`config.mk`:
```
export PLATFORM = sky130hd
export DESIGN_NAME = prbs31_generator
export DESIGN_NICKNAME = d
export VERILOG_FILES = /design/src/rtl/prbs31_generator.sv
export SDC_FILE = /design/constraint.sdc
export NUM_CORES = 1
export LEC_CHECK = 0
export ABC_CLOCK_PERIOD_IN_PS = 4100
export BUFFER_PORTS_ARGS = -buffer_cell sky130_fd_sc_hd__buf_4
export CELL_PAD_IN_SITES_DETAIL_PLACEMENT = 0
export CELL_PAD_IN_SITES_GLOBAL_PLACEMENT = 2
export CORE_MARGIN = 5
export CORE_UTILIZATION = 34
export CTS_CLUSTER_SIZE = 12
export DETAILED_ROUTE_END_ITERATION = 16
export PLACE_DENSITY = 0.87
export SLEW_MARGIN = 20
export SYNTH_ARGS = -nofsm -noshare
export SYNTH_HDL_FRONTEND = slang
export SYNTH_SLANG_ARGS = --single-unit
```
`constraint.sdc`:
```
create_clock -name clk -period 4.1 [get_ports clk]
set_clock_uncertainty 0.1 [all_clocks]
set_input_delay 0.82 -clock clk [delete_from_list [all_inputs] [get_ports clk]]
set_output_delay 0.82 -clock clk [all_outputs]
set_load 0.005 [all_outputs]
```
`src/rtl/prbs31_generator.sv`:
```
// PRBS31 (x^31+x^28+1) serial source with valid/ready handshake, burst control
// and single-shot / periodic error injection for BER testing.
module prbs31_generator #(
  parameter logic [30:0] SEED  = 31'b1101000101011010010010100011111,
  parameter int          CNT_W = 32,
  parameter int          PER_W = 16
) (
  input  logic             clk,
  input  logic             rstn,
  input  logic             start,
  input  logic             stop,
  input  logic             burst_mode,
  input  logic [CNT_W-1:0] burst_len,
  input  logic             inject_err,
  input  logic [PER_W-1:0] err_period,
  output logic             data_out,
  output logic             data_out_valid,
  input  logic             data_out_ready,
  output logic             busy,
  output logic             done,
  output logic [CNT_W-1:0] total_bits_sent,
  output logic [CNT_W-1:0] total_errors_injected
);

  typedef enum logic [1:0] {IDLE, RUN, DONE} state_t;

  state_t           state;
  logic [30:0]      sr;
  logic             flip_tag;
  logic             pend;
  logic             stop_req;
  logic             mode_q;
  logic [CNT_W-1:0] len_q;
  logic [CNT_W-1:0] burst_cnt;
  logic [PER_W-1:0] per_cnt;

  logic             nb, xfer, stop_now, remain, start_ok, load;
  logic             pend_eff, per_hit, flip;
  logic [PER_W-1:0] per_last;

  assign nb       = sr[30] ^ sr[27];
  assign xfer     = data_out_valid && data_out_ready;
  assign stop_now = (state == RUN) && !mode_q && (stop || stop_req);
  assign remain   = !mode_q || (burst_cnt != len_q);
  // The first bit is loaded on the start edge itself so valid rises one cycle later.
  assign start_ok = (state == IDLE) && start && !(burst_mode && (burst_len == '0));
  assign load     = start_ok ||
                    ((state == RUN) && (!data_out_valid || data_out_ready) && remain && !stop_now);

  assign per_last = err_period - PER_W'(1);
  assign per_hit  = (err_period != '0) && (per_cnt == per_last);
  assign pend_eff = pend | inject_err;
  assign flip     = pend_eff | per_hit;

  assign busy = (state != IDLE);

  always_ff @(posedge clk) begin
    if (!rstn) begin
      state                 <= IDLE;
      sr                    <= SEED;
      data_out              <= 1'b0;
      data_out_valid        <= 1'b0;
      flip_tag              <= 1'b0;
      done                  <= 1'b0;
      pend                  <= 1'b0;
      stop_req              <= 1'b0;
      mode_q                <= 1'b0;
      len_q                 <= '0;
      burst_cnt             <= '0;
      per_cnt               <= '0;
      total_bits_sent       <= '0;
      total_errors_injected <= '0;
    end else begin
      done <= 1'b0;

      if (xfer) begin
        total_bits_sent <= total_bits_sent + CNT_W'(1);
        if (flip_tag) total_errors_injected <= total_errors_injected + CNT_W'(1);
      end

      if (load) begin
        sr             <= {sr[29:0], nb};
        data_out       <= nb ^ flip;
        data_out_valid <= 1'b1;
        flip_tag       <= flip;
        per_cnt        <= (per_hit || (err_period == '0)) ? '0 : per_cnt + PER_W'(1);
      end else if (xfer) begin
        data_out_valid <= 1'b0;
      end

      // A pulse landing while the flag is set merges into it.
      pend <= load ? 1'b0 : pend_eff;

      case (state)
        IDLE: if (start) begin
          mode_q   <= burst_mode;
          len_q    <= burst_len;
          stop_req <= 1'b0;
          if (start_ok) begin
            burst_cnt <= CNT_W'(1);
            state     <= RUN;
          end else begin
            burst_cnt <= '0;
            done      <= 1'b1;
            state     <= DONE;
          end
        end
        RUN: begin
          if (load)     burst_cnt <= burst_cnt + CNT_W'(1);
          if (stop_now) stop_req  <= 1'b1;
          // Leave RUN only once nothing is left in flight.
          if (!load && (xfer || !data_out_valid)) begin
            if (stop_now) begin
              stop_req <= 1'b0;
              state    <= IDLE;
            end else if (!remain) begin
              done  <= 1'b1;
              state <= DONE;
            end
          end
        end
        DONE:    state <= IDLE;
        default: state <= IDLE;
      endcase
    end
  end

endmodule

```
Word level (Yosys, flattened, before mapping)
Cells that the tools add are included.
{"block": "word_totals", "reg_bits": 184, "in_bits": 55, "output_inout_bits": 68, "elab_cells": 90}
{"block": "op_classes", "n_addsub": 5, "eq_ne": 7, "mux": 24, "bitwise_logic": 5, "reduce_logical": 35}
{"op": "adder 32 x 1 -> 32 bit (second input constant)", "count": 3}
{"op": "2-to-1 mux 32 bit", "count": 2}
{"op": "one-hot mux 32 bit (2 select lines)", "count": 1}
{"op": "zero test 32 bit", "count": 1}
{"op": "!= test 32 bit", "count": 1}
{"op": "adder 16 x 1 -> 16 bit (second input constant)", "count": 1}
{"op": "equality test 16 bit", "count": 1}
{"op": "zero test 16 bit", "count": 1}
{"op": "2-to-1 mux 16 bit", "count": 1}
{"op": "nonzero test 16 bit", "count": 1}
{"op": "subtractor 16 x 1 -> 16 bit (second input constant)", "count": 1}
{"op": "2-to-1 mux 1 bit", "count": 12}
{"op": "logical AND 1 bit", "count": 11}
{"op": "2-to-1 mux 2 bit", "count": 5}
{"op": "logical OR 1 bit", "count": 6}
{"op": "AND reduction 2 bit", "count": 3}
{"op": "AND reduction 3 bit", "count": 2}
{"op": "nonzero test 2 bit", "count": 3}
{"op": "zero test 1 bit", "count": 5}
{"op": "!= test 2 bit (second input constant)", "count": 2}
{"op": "one-hot mux 1 bit (2 select lines)", "count": 2}
{"op": "one-hot mux 2 bit (2 select lines)", "count": 1}
{"op": "!= test 3 bit (second input constant)", "count": 1}
{"op": "equality test 2 x 1 -> 1 bit (second input constant)", "count": 1}
{"op": "other kinds (6)", "count": 8}

Longest topological paths before layout
{"block": "logic_depth", "ltp_word": 10, "depth_mapped": 12, "mapped_depth_nobuf": 10}

Worst setup path after synthesis
No wires, ideal clock.
{"block": "synth_timing", "kind": "input to register", "startpoint": "in err_period[6]", "endpoint": "reg per_cnt[11]", "setup_time_ns": 0.118, "arrival_ns": 3.009, "t_required_ns": 3.882, "setup_slack_ns": 0.874, "path_stages": 9, "n_path_buf": 1, "cell_sequence": "or4_1 -> or2_1 -> or4_1 -> a21o_1 -> nor4_4 -> nand3_2 -> a21oi_4 -> buf_6 -> nor3b_1"}
{"block": "synth_via", "elab_chain_cells": 5, "word_cells_on_any_way": 7, "cone_classes": "1 x add/sub; 1 x eq/ne; 1 x mux; 4 x reduce/logical"}
{"element": "from (decl)", "line_no": "15", "rtl": "input logic [PER_W-1:0] err_period,"}
{"element": "subtractor 16 x 1 -> 16 bit", "line_no": "50", "rtl": "assign per_last = err_period - PER_W'(1);"}
{"element": "equality test 16 bit", "line_no": "51", "rtl": "assign per_hit = (err_period != '0) && (per_cnt == per_last);"}
{"element": "logical AND 1 bit", "line_no": "51"}
{"element": "logical OR 1 bit *", "line_no": "86", "rtl": "per_cnt <= (per_hit || (err_period == '0)) ? '0 : per_cnt + PER_W'(1);"}
{"element": "2-to-1 mux 16 bit *", "line_no": "86"}
{"element": "to (signal assigned)", "line_no": "86"}
{"element": "to (decl)", "line_no": "35", "rtl": "logic [PER_W-1:0] per_cnt;"}
Every way passes the cells marked *; elsewhere a longest branch is shown, timed or not.
A chain may end at the register's enable or synchronous reset.

Worst setup path after layout
{"block": "layout_timing", "startpoint": "in err_period[6]", "endpoint": "reg per_cnt[13]"}
Same word-level chain as after synthesis.

==> results.cfg <==
[setup_path]
worstPathArrival_ns = 3.35
crit_family = simple AND/OR/NAND/NOR gates
reg2reg_to = burst_cnt[30]$_SDFFE_PN0P_
slowest_delay_ns = 0.55
required_ns = 4.30
regToRegStartpoint = burst_cnt[1]$_SDFFE_PN0P_
crit_slowest_cell = or4_1
crit_path_max_fanout = 16
cp-start-kind = input port
critPathCaptureType = register
crit_top_cell = or4_1
crit_type = in -> reg
r2r_cells = 8
cp_cell_sequence = buf_4, or4_1, or2_1, or4_1, a21o_1, nor4_4, nand3_2, a21oi_4, nor3b_1
reg2reg_setup_slack_ns = 0.96
cp_num_buf_inv = 1

[timing]
drv_slew = 0
fin_crit_ns = 3.151
grt_setup_unrepaired = false
fin_crit_sh_pct = 76.85
final_hold_viol_count = 0
tns_ns = 0
fmaxAchievable_mhz = 317.4
relSlewSlack_pct = 49.59
worstMarginPinSlew_ns = 0.7543
setup_viol = 0
holdWs_ns = 0.3589

[place]
routabilityCongestion = 0.7828
dp.cells = 1457
port-buffer-count = 122
dp_hpwl_um = 15880

[route]
drt_pass1_iterations = 5
via_count = 7314
drt-vias-per-instance = 4.909
wl_um = 21690
drt_iter0_drc = 468
ant_nets = 0
wire_per_inst_um = 14.55
drc = 0

[layout]
regArea_sq_um = 3684
post_layout_nonfiller_instances = 1490
layout_commonest_cell = nand2_1
area_growth_pct = 21.13
layout.nets = 1208
drive_above_1_share_pct = 15.69
multi_input_area_sq_um = 4858
filler_cell_count = 2586
diodes = 0
layout_common_cells = 188 x nand2_1, 184 x dfxtp_1, 132 x buf_4

[grt]
grt_pass1_wl_um = 35850
gr-total-overflow = 0
antenna_found_initial = 0
grt_max_degree = 89
grt_pass1_vias = 6880
grt_usage_pct = 15.00

[die]
io_pins = 123
rows = 58
die_width_um = 170.7
core_sq_um = 25330
start_util_pct = 34.65
die_h_um = 170.7
dieArea_sq_um = 29120

[clocking]
holdBufCountCts = 0
cts_num_sinks = 184
cts-htree-levels = 4
cts-buffers-inserted = 17
postCtsSetupBuffers = 0
cts_resized = 0
clock_path_buffers = 2
worstSkewPairLatency_ns = 0.43
cts_tree = yes
cts-root-buf = clkbuf_16
clk_pin_slew_ns = 0.07

[synthesis]
syn_nets = 1101
syn_inst = 1040
synth_top_area_cell = dfxtp_1
async_flop_share_pct = 0
yosysTopAreaCellShare_pct = 41.98
synth.distinct_cells = 59
syn_area_per_cell_sq_um = 8.437
synth.area.top_cells = dfxtp_1 42%, nand2_1 8.0%, xnor2_1 6.7%
synth_area_sq_um = 8775
synth_edf_count = 0
ys_seq_elements = 184
yosysSeqAreaShare_pct = 41.98
yosysWarnings = 0
yosys_most_used_dff = dfxtp_1

[power]
pwr-share-comb_pct = 8.8
swShare_pct = 26.26
p_per_area_nw_per_um2 = 367.6
leakage_nw = 4.163
p_sw_mw = 1.026
peakVddDrop_mv = 0.2724
p_int_mw = 2.881
share_seq_of_total_power_pct = 48.6
clock_power_share_pct = 42.6

[job]
maxCapViolCount = 0

[hold_path]
holdCritPathClass = reg -> reg
hold_start = sr[7]$_SDFFE_PN0P_
whs_endpoint = sr[7]$_SDFFE_PN0P_
hold_depth = 2

[outcome]
status = finished clean
-- cell type report --
class                           instances  share of cell area (%)
Clock buffer                           18                   4.038
Inverter                               14                  0.4944
Clock inverter                         14                   1.636
Timing Repair Buffer                  133                   9.582
Sequential cell                       184                   34.66
Tap cell                              330                   3.885
Multi-Input combinational cell        797                   45.71
-- power groups by stage --
stage,registers (mW),logic (mW),clock network [mW]
finish,1.90,0.346,1.66
global route,1.91,0.392,1.79
CTS,1.90,0.344,1.73
detailed placement,1.94,0.343,0
global placement,1.94,0.340,0
floorplan,1.93,0.225,0
-- cells in the mapped netlist (25+ instances only) --
library cell	instances
nand3_1	60
and2_1	51
dfxtp_1	184
a21oi_1	44
a21boi_0	39
nor2_1	45
and3_1	27
xor2_1	63
nand2_1	188
o21ai_0	25
nand4_1	27
xnor2_1	67
clkbuf_1	36
-- per-layer routing --
metal | vias to the layer above | global-route usage [%] | share of wire, %
met3 | 18 | 2.079 | 3.2
met5 | - | 0 | 0
met4 | 0 | 4.132 | 1.1
met1 | 3387 | 21.73 | 51
li1 | 3791 | - | -
met2 | 118 | 23.44 | 44
-- cell families after synthesis --
| kind of cell | Yosys count | synth area share (%) |
|---|---|---|
| buf+inv | 59 | 2.781 |
| fa+ha+maj | 6 | 0.8555 |
| xor+xnor | 130 | 12.98 |
| flops | 184 | 41.98 |
| simple gates | 521 | 30.84 |
| compound gates | 133 | 9.725 |
| mux | 7 | 0.8413 |
-- worst register-to-register path: cells and delay by family (launching register included) --
family,cells,cell delay (ns)
AOI/OAI and AO/OA,5,1.25
buffers and inverters,1,0.07
DFF,1,0.49
and+or+nand+nor,2,1.14
-- per-stage QoR --
stage               utilization [%]  power, mW  setup slack, ns  area [sq um]
detailed placement            39.48      2.284           0.4972          9998
CTS                           41.86      3.970           0.9597         10600
finish                        41.97      3.907           0.9493         10630
global placement              39.48      2.281           0.5278          9998
global route                  41.97      4.093           0.7716         10630
floorplan                         -      2.150           0.8736          8775
-- registers in the layout, indices dropped and copies added, names as in the netlist --
register / flops
burst_cnt: 32
len_q: 32
total_bits_sent: 32
total_errors_injected: 32
sr: 31
per_cnt: 16
state: 2
data_out: 1
data_out_valid: 1
done: 1
flip_tag: 1
mode_q: 1
pend: 1
stop_req: 1
-- worst max-delay path by stage --
stage	startpoint	endpoint	slack (ns)	depth (start not counted)
after floorplan	err_period[6]	per_cnt[11]$_SDFFE_PN0P_	0.87	9
final	err_period[6]	per_cnt[13]$_SDFFE_PN0P_	0.95	9
after CTS	err_period[6]	per_cnt[13]$_SDFFE_PN0P_	0.96	9
after detailed placement	err_period[6]	per_cnt[3]$_SDFFE_PN0P_	0.50	9
after global routing	burst_cnt[1]$_SDFFE_PN0P_	burst_cnt[29]$_SDFFE_PN0P_	0.77	9
after global placement	err_period[6]	per_cnt[2]$_SDFFE_PN0P_	0.53	9
Power figures use the tool's default switching activity.
